--- src/rtl/display_ctrl.sv ---
// display_ctrl: chooses what the calculator screen shows. It can show the
// entry being keyed in, a freshly computed result held for a fixed time, or a
// manual scroll view driven by the left and right buttons.
// Optional feature macro: DISPLAY_CTRL_BLINK_EN makes the result blink while
// it is held. When the macro is undefined, blank_o is tied low.
// Handshake: a result transfers on a rising edge where result_valid_i and
// result_ready_o are both high. The producer holds result_valid_i and
// result_num_i steady until that edge. result_ready_o is combinational and is
// low while scrolling or in reset.

package calc_pkg;
    typedef logic [31:0] num_t;
endpackage

module display_ctrl #(
    parameter int HOLD_CYCLES    = 100_000_000,
    parameter int SCROLL_TIMEOUT = 250_000_000,
    parameter int BLINK_CYCLES   = 25_000_000
) (
    input  logic           clk_i,
    input  logic           rst_i,
    input  calc_pkg::num_t entry_num_i,
    input  logic           entry_update_i,
    input  calc_pkg::num_t result_num_i,
    input  logic           result_valid_i,
    output logic           result_ready_o,
    input  logic           scroll_left_i,
    input  logic           scroll_right_i,
    output calc_pkg::num_t num_o,
    output logic           override_shift_amount_o,
    output logic [2:0]     new_shift_amount_o,
    output logic           blank_o,
    output logic [1:0]     dbg_state_o
);

    localparam int MAX_HS = (HOLD_CYCLES > SCROLL_TIMEOUT) ? HOLD_CYCLES : SCROLL_TIMEOUT;
    localparam int MAX_P  = (MAX_HS > BLINK_CYCLES) ? MAX_HS : BLINK_CYCLES;
    localparam int TW     = $clog2(MAX_P) + 1;
    localparam logic [TW-1:0] HOLD_LOAD   = TW'(HOLD_CYCLES - 1);
    localparam logic [TW-1:0] SCROLL_LOAD = TW'(SCROLL_TIMEOUT - 1);

    typedef enum logic [1:0] {
        SHOW_ENTRY  = 2'd0,
        SHOW_RESULT = 2'd1,
        SCROLL      = 2'd2
    } state_t;

    state_t         state, nxt_state;
    state_t         prev_view, nxt_prev_view;
    calc_pkg::num_t entry_q, nxt_entry;
    calc_pkg::num_t result_q, nxt_result;
    logic [2:0]     shift_q, nxt_shift;
    logic [TW-1:0]  timer_q, nxt_timer;
    logic           accept;
    logic           scroll_any;
    logic           nxt_show_result;

    assign accept         = result_valid_i && result_ready_o;
    assign scroll_any     = scroll_left_i || scroll_right_i;
    assign result_ready_o = !rst_i && (state != SCROLL);
    assign dbg_state_o    = state;

    // Next-state decode: result accept beats entry update, which beats scroll.
    always_comb begin
        nxt_state     = state;
        nxt_prev_view = prev_view;
        nxt_entry     = entry_q;
        nxt_result    = result_q;
        nxt_shift     = shift_q;
        nxt_timer     = timer_q;
        if (entry_update_i) begin
            nxt_entry = entry_num_i;
        end
        case (state)
            SCROLL: begin
                if (scroll_any) begin
                    nxt_timer = SCROLL_LOAD;
                    if (scroll_left_i && !scroll_right_i && shift_q != 3'd7) begin
                        nxt_shift = shift_q + 3'd1;
                    end else if (scroll_right_i && !scroll_left_i && shift_q != 3'd0) begin
                        nxt_shift = shift_q - 3'd1;
                    end
                end else if (timer_q == '0) begin
                    nxt_state = prev_view;
                    if (prev_view == SHOW_RESULT) begin
                        nxt_timer = HOLD_LOAD;
                    end
                end else begin
                    nxt_timer = timer_q - 1'b1;
                end
            end
            default: begin
                if (accept) begin
                    nxt_result = result_num_i;
                    nxt_state  = SHOW_RESULT;
                    nxt_timer  = HOLD_LOAD;
                end else if (entry_update_i) begin
                    nxt_state = SHOW_ENTRY;
                    nxt_timer = '0;
                end else if (scroll_any) begin
                    nxt_prev_view = (state == SHOW_RESULT) ? SHOW_RESULT : SHOW_ENTRY;
                    nxt_state     = SCROLL;
                    nxt_shift     = scroll_left_i ? 3'd1 : 3'd0;
                    nxt_timer     = SCROLL_LOAD;
                end else if (state == SHOW_RESULT) begin
                    if (timer_q == '0) begin
                        nxt_state = SHOW_ENTRY;
                    end else begin
                        nxt_timer = timer_q - 1'b1;
                    end
                end
            end
        endcase
        nxt_show_result = (nxt_state == SHOW_RESULT) ||
                          (nxt_state == SCROLL && nxt_prev_view == SHOW_RESULT);
    end

    // State registers, with the outputs registered from the next-state values.
    always_ff @(posedge clk_i) begin
        if (rst_i) begin
            state                   <= SHOW_ENTRY;
            prev_view               <= SHOW_ENTRY;
            entry_q                 <= '0;
            result_q                <= '0;
            shift_q                 <= 3'd0;
            timer_q                 <= '0;
            num_o                   <= '0;
            override_shift_amount_o <= 1'b0;
            new_shift_amount_o      <= 3'd0;
        end else begin
            state                   <= nxt_state;
            prev_view               <= nxt_prev_view;
            entry_q                 <= nxt_entry;
            result_q                <= nxt_result;
            shift_q                 <= nxt_shift;
            timer_q                 <= nxt_timer;
            num_o                   <= nxt_show_result ? nxt_result : nxt_entry;
            override_shift_amount_o <= (nxt_state == SCROLL);
            new_shift_amount_o      <= (nxt_state == SCROLL) ? nxt_shift : 3'd0;
        end
    end

`ifdef DISPLAY_CTRL_BLINK_EN
    localparam logic [TW-1:0] BLINK_LOAD = TW'(BLINK_CYCLES - 1);
    logic [TW-1:0] blink_q;
    logic          blank_q;
    logic          hold_load;

    // A hold (re)starts when the result view is entered or a new result is accepted.
    assign hold_load = (nxt_state == SHOW_RESULT) && (state != SHOW_RESULT || accept);
    assign blank_o   = blank_q;

    // Blink phase: visible for BLINK_CYCLES, then blank for BLINK_CYCLES, and so on.
    always_ff @(posedge clk_i) begin
        if (rst_i || nxt_state != SHOW_RESULT) begin
            blink_q <= '0;
            blank_q <= 1'b0;
        end else if (hold_load) begin
            blink_q <= BLINK_LOAD;
            blank_q <= 1'b0;
        end else if (blink_q == '0) begin
            blink_q <= BLINK_LOAD;
            blank_q <= !blank_q;
        end else begin
            blink_q <= blink_q - 1'b1;
        end
    end
`else
    assign blank_o = 1'b0;
`endif

endmodule

--- config.mk ---
export PLATFORM = sky130hd
export DESIGN_NAME = display_ctrl
export DESIGN_NICKNAME = d
export VERILOG_FILES = /design/src/rtl/display_ctrl.sv
export SDC_FILE = /design/constraint.sdc
export NUM_CORES = 1
export LEC_CHECK = 0
export BUFFER_PORTS_ARGS = -buffer_cell sky130_fd_sc_hd__buf_2
export CORE_ASPECT_RATIO = 0.75
export CORE_MARGIN = 10
export CORE_UTILIZATION = 40
export CTS_BUF_LIST = sky130_fd_sc_hd__clkbuf_16
export DETAILED_ROUTE_END_ITERATION = 8
export GPL_ROUTABILITY_DRIVEN = 0
export GPL_TIMING_DRIVEN = 0
export PLACE_DENSITY = 0.61
export SLEW_MARGIN = 20
export SYNTH_ARGS = -nofsm -noshare
export SYNTH_HDL_FRONTEND = slang
export SYNTH_SLANG_ARGS = --single-unit
--- constraint.sdc ---
create_clock -name clk_i -period 4.7 [get_ports clk_i]
set_clock_uncertainty 0.05 [all_clocks]
set_input_delay 0.235 -clock clk_i [delete_from_list [all_inputs] [get_ports clk_i]]
set_output_delay 0.235 -clock clk_i [all_outputs]
set_load 0.03 [all_outputs]
==> results.cfg, run 1 <==
[critical_path]
critical-path-top-delay-family = compound AO/OA/AOI/OAI gates
path_cells = inv_1 > ha_1 > or3b_2 > nor2_1 > and4_1 > buf_6 > a31oi_1 > clkbuf_1 > o21ai_0 > a21oi_1
max_stage_delay_ps = 670
worst-setup-path-type = reg2reg
rrSetupSlack_ps = 1540
reg2reg_depth = 10
path_buf_inv = 3
critical_path_cell_count = 10
cp_max_fo = 10
cp.required_ps = 4980
critPathCaptureType = register
worst_path_max_delay_cell = a31oi_1
arrival_ps = 3440
critPathLaunchType = register

[sta]
post-route-min-period_ps = 3160
fmax_mhz = 316
holdWs_ps = 69.3
worst_slew_pin_slew_ps = 1010
finalSetupViolCount = 0
final-hold-violation-count = 0
finalCritPeriodShare = 0.673
rsz0062_at_grt = no
setup_tns_ps = 0
maxSlewHeadroom = 0.321
drv_slew = 0

[route]
route.detailed.drc = 0
vias = 5099
drt_iter0_drc = 494
vias_per_cell = 5.36
avgRoutedWirePerCell_um = 17.9
ant_nets = 0
firstDrtPassIters = 5
wirelength_mm = 17.1

[synth]
ys.flop_type = dfxtp_1
synth_seq_cells = 136
synth.avg_cell_area_um2 = 9.69
ys_seq_area_frac = 0.459
synth_fp_nets = 687
syn_inst = 612
async_flop_share = 0
synth_edf_count = 0
synth_area_um2 = 5930
yosys_warnings = 0
yosys.cell_types.count = 59

[cells_and_area]
fin_util = 0.503
drive_gt1_frac = 0.257
final-instance-count-excl-fill = 952
layout_commonest_cell = dfxtp_1
n_fill_cell = 1323
seqCellArea_um2 = 2720
final_cell_mix = 136 x dfxtp_1, 112 x buf_2, 105 x nor2_1
final_nets = 813
multiInputGateArea_um2 = 2930
syn_to_final_growth_pct = 22.9

[global_routing]
antenna_found_initial = 1
grt_pass1_wl_mm = 27.1
track_usage = 0.164
gr-total-overflow = 0
grt_pass1_vias = 5026
grt_max_degree = 17

[clock_tree]
cts_tree = yes
ctsHtreeMaxLevel = 4
cts_hold_buf = 0
post_cts.repair.setup_buffers = 0
insertion_delay_ps = 400
cts-root-buf = clkbuf_16
cts_resized = 0
cts.clk_slew.worst_paths_ps = 60
cts.sinks = 136
cts_buffers = 17
cts_buffer_depth = 2

[hold_path]
holdPathStages = 3
hold_path.class = in2reg

[die]
dieArea_um2 = 20100
die_h_um = 125
die_w_um = 161
row_count = 38
start_util = 0.409
pin_count = 110
core_um2 = 14500

[power]
peakVddDrop_uv = 267
p_leak_nw = 3.13
power_density_nw_per_um2 = 412

[placement]
placed_cells_incl_taps = 919
io_buffers = 107
hpwl_mm = 12.3

[outcome]
status = complete, no violations

[job]
cap_violations = 0
## worst reg2reg max path, cell delays in order (launching register included)
cell,delay [ps]
dfxtp_1,390
inv_1,60
ha_1,240
or3b_2,290
nor2_1,100
and4_1,200
buf_6,160
a31oi_1,670
clkbuf_1,560
o21ai_0,220
a21oi_1,160
## state kept, by name (all words and copies together), names as in the netlist
name / flops
dbg_state_o: 2
entry_q: 32
new_shift_amount_o: 3
num_o: 32
override_shift_amount_o: 1
prev_view: 2
result_q: 32
shift_q: 3
timer_q: 29
## per-stage QoR
| stage | total power [mW] | setup WS, ps | instance area (µm²) |
|---|---|---|---|
| 2_1_floorplan | 1.61 | 2010 | 5930 |
| 3_3_place_gp | 1.74 | 1690 | 6720 |
| 3_5_place_dp | 1.75 | 1660 | 6720 |
| 4_1_cts | 3.02 | 1650 | 7290 |
| 5_1_grt | 3.12 | 1400 | 7290 |
| 6_report | 3.01 | 1540 | 7290 |
## synthesized netlist by cell type (2+ instances only)
cell type | instances | share of area
clkbuf_1 | 24 | 0.015
buf_2 | 5 | 0.0042
xor2_1 | 5 | 0.0074
ha_1 | 5 | 0.011
nor4_1 | 14 | 0.015
a221oi_1 | 2 | 0.0030
nor3_1 | 20 | 0.017
nor2_1 | 105 | 0.066
o32ai_1 | 3 | 0.0044
nand2_1 | 18 | 0.011
or4_1 | 8 | 0.010
o21ai_0 | 25 | 0.021
buf_6 | 2 | 0.0038
mux2i_1 | 64 | 0.11
or3_1 | 5 | 0.0053
nor3_4 | 2 | 0.0055
nand4_1 | 5 | 0.0053
mux2_2 | 2 | 0.0038
mux2_4 | 30 | 0.076
xnor2_1 | 5 | 0.0074
and2_1 | 2 | 0.0021
a21oi_1 | 37 | 0.031
inv_1 | 12 | 0.0076
nor2b_1 | 4 | 0.0042
o31ai_1 | 2 | 0.0025
dfxtp_1 | 136 | 0.46
nand2b_1 | 6 | 0.0063
buf_12 | 3 | 0.010
a31oi_1 | 10 | 0.011
a211o_1 | 2 | 0.0030
and3_1 | 3 | 0.0032
a31o_2 | 2 | 0.0030
a21o_1 | 2 | 0.0025
a211oi_1 | 6 | 0.0076
or2_2 | 2 | 0.0021
nand3_1 | 6 | 0.0051
buf_1 | 6 | 0.0038
## report_power, final
part           switching, mW  internal (mW)  total [mW]
clock network          0.535          0.738        1.27
registers             0.0423           1.23        1.27
logic                  0.277          0.186       0.463
total                  0.854           2.15        3.01
## worst paths after layout
check | endpoint | start
worst max-delay path | timer_q[7] | timer_q[0]
worst min-delay path | result_q[15] | result_num_i[15]
worst max register to register | timer_q[7] | timer_q[0]
worst min register to register | timer_q[28] | timer_q[28]
## area by class of cell
class | count | share of cell area
multi-input cells | 422 | 0.402
diodes | 1 | 0.000343
flip-flops and latches | 136 | 0.373
inverters | 13 | 0.00669
clock inverters | 15 | 0.0201
well taps | 200 | 0.0343
plain buffers | 41 | 0.0312
clock buffers | 17 | 0.0583
repair buffers | 107 | 0.0735
## routing by layer
layer  GRT usage  part of all wire  up-vias
met2       0.237              0.44      250
met3      0.0449             0.087       24
li1            -                 -     2426
met5           0                 0        -
met4      0.0458            0.0096        0
met1       0.232              0.47     2399
## cell families (layout without fill, tap and decap cells)
kind of cell             after synthesis  after routing  share of synthesized area
buffers and inverters                 54            193                     0.0466
XOR/XNOR                              10             10                     0.0148
adder cells (fa/ha/maj)                5              5                     0.0105
multiplexers                          97             97                      0.192
other                                  1              2                   0.000632
AO/OA/AOI/OAI                        103            103                      0.109
AND/OR/NAND/NOR                      206            206                      0.168
flip-flops                           136            136                      0.459
(Power assumes the default switching activity.)
==> inputs of run 2 (changes only) <==
--- a/config.mk
+++ b/config.mk
@@ -5,6 +5,7 @@
 export SDC_FILE = /design/constraint.sdc
 export NUM_CORES = 1
 export LEC_CHECK = 0
+export ABC_AREA = 1
 export BUFFER_PORTS_ARGS = -buffer_cell sky130_fd_sc_hd__buf_2
 export CORE_ASPECT_RATIO = 0.75
 export CORE_MARGIN = 10
@@ -13,7 +14,7 @@
 export DETAILED_ROUTE_END_ITERATION = 8
 export GPL_ROUTABILITY_DRIVEN = 0
 export GPL_TIMING_DRIVEN = 0
-export PLACE_DENSITY = 0.61
+export PLACE_DENSITY = 0.63
 export SLEW_MARGIN = 20
 export SYNTH_ARGS = -nofsm -noshare
 export SYNTH_HDL_FRONTEND = slang
==> constraint.sdc (replaced) <==
create_clock -name clk_i -period 2.8 [get_ports clk_i]
set_clock_uncertainty 0.05 [all_clocks]
set_input_delay 0.14 -clock clk_i [delete_from_list [all_inputs] [get_ports clk_i]]
set_output_delay 0.14 -clock clk_i [all_outputs]
set_load 0.03 [all_outputs]
==> results.cfg, run 2 <==
[die]
die_h_um = 128
pin_count = 110
die_w_um = 164
row_count = 39
start_util = 0.409
dieArea_um2 = 21100
core_um2 = 15300

[placement]
io_buffers = 106
hpwl_mm = 13.3
dpl-instance-area_um2 = 7040

[sta]
finalCritPeriodShare = 0.841
post-route-min-period_ps = 2360
maxSlewHeadroom = 0.435
final-hold-violation-count = 0
worst_slew_pin_slew_ps = 848
fmax_mhz = 425
setup_tns_ps = 0
rsz0062_at_grt = no
finalSetupViolCount = 0
drv_slew = 0

[power]
p_leak_nw = 4.15
power_density_nw_per_um2 = 671
peakVddDrop_uv = 458

[synth]
ys_top_cells_by_count = 163 x nor2_1, 136 x dfxtp_1, 118 x nand2_1
synth_area_um2 = 6250
synth_seq_cells = 136
yosys.area.top_type_share = 0.436
synth.avg_cell_area_um2 = 7.25
ys_seq_area_frac = 0.436
yosys.cell_types.count = 38
synth_top_cell_by_area = dfxtp_1
synth_edf_count = 0
yosys_warnings = 0
async_flop_share = 0
synth_area_leaders = dfxtp_1 44%, nor2_1 9.8%, nand2_1 7.1%
syn_inst = 862
yosysMostFrequentCell = nor2_1
synth_fp_nets = 937
ys.flop_type = dfxtp_1

[route]
firstDrtPassIters = 5
avgRoutedWirePerCell_um = 14.8
vias_per_cell = 4.87
vias = 6174
route.detailed.drc = 0
wirelength_mm = 18.7
drt_iter0_drc = 486
ant_nets = 0

[cells_and_area]
reg.largest.list = entry_q (32), num_o (32), result_q (32)
final_cell_mix = 163 x nor2_1, 136 x dfxtp_1, 118 x nand2_1
drive_gt1_frac = 0.198
syn_to_final_growth_pct = 32.2
num_antenna_cells = 0
layout_commonest_cell = nor2_1
multiInputGateArea_um2 = 3010
seqCellArea_um2 = 2720
fin_util = 0.541
n_fill_cell = 1459
stdcell_area_um2 = 8260
final_nets = 1124

[critical_path]
worst-setup-path-type = reg2reg
critPathCaptureType = register
rrSetupSlack_ps = 440
cp.required_ps = 3100
cp_max_fo = 10
critPathLaunchType = register
arrival_ps = 2650

[global_routing]
grt_pass1_wl_mm = 30.4
grt_max_degree = 17
track_usage = 0.179
grt_pass1_vias = 5930
antenna_found_initial = 0
gr-total-overflow = 0

[clock_tree]
cts.sinks = 136
cts_tree = yes
cts-root-buf = clkbuf_16
cts_buffer_depth = 2
cts_resized = 0
insertion_delay_ps = 430
ctsHtreeMaxLevel = 4
cts_buffers = 17
post_cts.repair.setup_buffers = 0
cts.clk_slew.worst_paths_ps = 60

[job]
cap_violations = 0

[hold_path]
hold_path.class = in2reg

[outcome]
status = complete, no violations
[run 2: cell count changes in the layout (fill, tap and decap cells not counted), moves of 8 or more]
cell | before | now
a21oi_1 | 37 | 67
a31oi_1 | 10 | 1
dlygate4sd3_1 | 0 | 62
inv_1 | 12 | 76
mux2_4 | 30 | 0
mux2i_1 | 64 | 32
nand2_1 | 18 | 118
nand3_1 | 6 | 53
nor2_1 | 105 | 163
nor3_1 | 20 | 9
nor4_1 | 14 | 1
o21ai_0 | 25 | 80
or2_2 | 2 | 35
or4_1 | 8 | 0
[run 2: stage by stage]
| step | hold slack, ps | power, mW | worst slack [ps] | instances |
|---|---|---|---|---|
| floorplan | 257 | 2.91 | 803 | 862 |
| global placement | 352 | 3.19 | 469 | 1173 |
| detailed placement | 361 | 3.19 | 471 | 1173 |
| CTS | 7.16 | 5.57 | 440 | 1267 |
| global route | 53.4 | 5.80 | 196 | 1267 |
| finish | 9.35 | 5.54 | 445 | 1267 |
[run 2: final cells by class]
class                   instances  area share
repair buffers                168       0.139
inverters                      78      0.0354
clock buffers                  17      0.0515
flip-flops and latches        136       0.330
plain buffers                  46      0.0276
well taps                     205      0.0310
multi-input cells             602       0.364
clock inverters                15      0.0215
[run 2: final timing paths]
path / startpoint / end / cells after the start
worst max-delay path: timer_q[0] / num_o[1] / 13
worst min-delay path: result_num_i[3] / result_q[3] / 3
worst min register to register: prev_view[1] / prev_view[1] / 2
worst max register to register: timer_q[0] / num_o[1] / 13
[run 2: what timing repair did]
| action | in CTS | in global routing |
|---|---|---|
| setup endpoints to repair | 0 | 0 |
| hold buffers | 62 | 0 |
| endpoints found under the hold margin | 62 | 0 |
[run 2: power by group]
group	switching, mW	internal [mW]
Clock	0.901	1.40
Sequential	0.0807	2.09
Combinational	0.663	0.400
Total	1.64	3.90
[run 2: cell families (layout without fill, tap and decap cells)]
logic type	after synthesis	after routing	share of synthesized area
flip-flops	136	136	0.436
other	1	1	0.000600
multiplexers	32	32	0.0512
buffers and inverters	124	324	0.0833
AND/OR/NAND/NOR	403	403	0.284
adder cells (fa/ha/maj)	5	5	0.0100
XOR/XNOR	5	5	0.00701
AO/OA/AOI/OAI	156	156	0.128
[run 2: per-layer routing]
layer / vias to the layer above / share of wire / track usage
li1: 3154 / - / -
met1: 2784 / 0.49 / 0.246
met2: 220 / 0.42 / 0.266
met3: 16 / 0.078 / 0.0517
met4: 0 / 0.011 / 0.0498
met5: - / 0 / 0
[run 2: critical path, cell delays in order (launching register included)]
cell and delay (ps):
dfxtp_1 330, inv_1 80, ha_1 190, nand2_1 150, nor2_4 200, nand2_2 100
nor2_4 170, nand2_1 70, nand2_1 60, nand3_1 90, nand2_2 220, buf_2 270
a21oi_1 110, nor2_1 180
==> inputs of run 3 (changes only) <==
--- a/config.mk
+++ b/config.mk
@@ -14,7 +14,7 @@
 export DETAILED_ROUTE_END_ITERATION = 8
 export GPL_ROUTABILITY_DRIVEN = 0
 export GPL_TIMING_DRIVEN = 0
-export PLACE_DENSITY = 0.63
+export PLACE_DENSITY = 0.6
 export SLEW_MARGIN = 20
 export SYNTH_ARGS = -nofsm -noshare
 export SYNTH_HDL_FRONTEND = slang
==> constraint.sdc (replaced) <==
create_clock -name clk_i -period 2.3 [get_ports clk_i]
set_clock_uncertainty 0.05 [all_clocks]
set_input_delay 0.115 -clock clk_i [delete_from_list [all_inputs] [get_ports clk_i]]
set_output_delay 0.115 -clock clk_i [all_outputs]
set_load 0.03 [all_outputs]
==> results.cfg, run 3 (synthesis gave the netlist of run 2 again) <==
[outcome]
status = complete, no violations

[critical_path]
crit_path_frequent_cell = nor2_4
cp.required_ps = 2570
critPathCaptureType = register
worst-setup-path-type = reg2reg
path_cells = inv_1 > ha_2 > nand2_2 > nor2_4 > nand2_2 > nor2_4 > a21oi_1 > nor2_4 > nand3_2 > buf_6 > a21oi_1 > nor2_1
arrival_ps = 2460
worst_path_max_delay_cell = dfxtp_1
max_stage_delay_ps = 320
cp_max_fo = 10
critPathLaunchType = register

[clock_tree]
ctsHtreeMaxLevel = 4
cts_buffer_depth = 2
cts.sinks = 136
cts-root-buf = clkbuf_16
insertion_delay_ps = 430
cts_tree = yes
cts_buffers = 17
cts.clk_slew.worst_paths_ps = 60

[sta]
setup_tns_ps = 0
maxSlewHeadroom = 0.459
layout_setup_ws_ps = 109
final-hold-violation-count = 0
drv_slew = 0
finalSetupViolCount = 0
worst_slew_pin_slew_ps = 811
fmax_mhz = 456
post-route-min-period_ps = 2190
finalCritPeriodShare = 0.953

[cells_and_area]
final_nets = 1133
layout_commonest_cell = nor2_1
n_fill_cell = 1440
reg.largest.list = entry_q (32), num_o (32), result_q (32)
multiInputGateArea_um2 = 3090
num_antenna_cells = 0
seqCellArea_um2 = 2720
final_cell_mix = 157 x nor2_1, 135 x dfxtp_1, 115 x nand2_1
drive_gt1_frac = 0.221
syn_to_final_growth_pct = 35.0

[global_routing]
track_usage = 0.185
grt_pass1_vias = 5860
antenna_found_initial = 0
grt_pass1_wl_mm = 30.9
grt_max_degree = 17
gr-total-overflow = 0

[route]
drt_iter0_drc = 517
firstDrtPassIters = 6
dr_wl_met2_mm = 8.32
vias_per_cell = 4.93
ant_nets = 0
avgRoutedWirePerCell_um = 15.5
wirelength_mm = 19.8
route.detailed.drc = 0
wl_met3_mm = 1.74
vias = 6291
top_layer = met4
wl_met1_mm = 9.45

[die]
die_w_um = 164
row_count = 39
pin_count = 110
dieArea_um2 = 21100
start_util = 0.409
core_um2 = 15300
die_h_um = 128

[placement]
hpwl_mm = 13.5
dp_slack_ps = -40.4
io_buffers = 106

[power]
switching_share = 0.298
p_leak_nw = 4.23
peakVddDrop_uv = 639
pwr-share-comb = 0.200
intPower_mw = 4.77
pwr-share-clk = 0.410
p_sw_mw = 2.03
power_density_nw_per_um2 = 806
power.total_mw = 6.80
p_seq_frac = 0.390

[hold_path]
hold_path.class = in2reg

[job]
cap_violations = 0
## run 3: changes by cell type in the layout (fill, tap and decap cells not counted), sizes merged
cell         before  now
clkbuf           38   41
buf             131  134
dlygate4sd3      62   64
nand3            55   56
## run 3: power by group through the flow
stage / Clock (mW) / Sequential (mW) / Combinational [mW]
2_1_floorplan: 0 / 2.81 / 0.725
3_3_place_gp: 0 / 2.69 / 1.20
3_5_place_dp: 0 / 2.69 / 1.21
4_1_cts: 2.82 / 2.64 / 1.30
5_1_grt: 2.93 / 2.67 / 1.52
6_report: 2.79 / 2.65 / 1.36
## run 3: layer usage
layer	GRT usage	vias to the layer above
met5	0	-
met4	0.0435	0
met3	0.0741	25
met2	0.267	227
met1	0.251	2867
li1	-	3172
## run 3: area by class of cell
class                   instances  share of cell area
repair buffers                176               0.144
plain buffers                  46              0.0304
well taps                     205              0.0304
inverters                      78              0.0347
clock inverters                15              0.0206
clock buffers                  17              0.0504
flip-flops and latches        136               0.323
multi-input cells             603               0.367
## run 3: timing repair
action / in CTS / in global routing
buffers inserted: 0 / 6
hold endpoints to repair: 64 / 0
gates cloned: 0 / 1
hold buffers: 64 / 0
setup endpoints to repair: 4 / 68
pin swaps: 0 / 5
gates resized for setup: 3 / 38
## run 3: worst paths after layout
check	startpoint	to	slack (ps)	cells after the start
max	timer_q[0]	num_o[31]	110	12
min reg2reg	entry_q[6]	entry_q[6]	440	2
max reg2reg	timer_q[0]	num_o[31]	110	12
min	rst_i	dbg_state_o[1]	50	2
## run 3: worst max-delay path: cells and delay by family, from the launching register on
family	cells	cell delay, ps
DFF	1	320
and+or+nand+nor	7	930
buffers and inverters	2	290
AOI/OAI and AO/OA	2	300
adders and majority gates	1	210
## run 3: metrics by stage
step           instances   util  hold slack, ps  cell area (µm²)
2_1_floorplan        862      -             232             6250
3_5_place_dp        1173  0.461             335             7040
6_report            1276  0.552            53.4             8440
4_1_cts             1269  0.542            53.3             8290
5_1_grt             1276  0.552            75.3             8440
3_3_place_gp        1173  0.461             328             7040
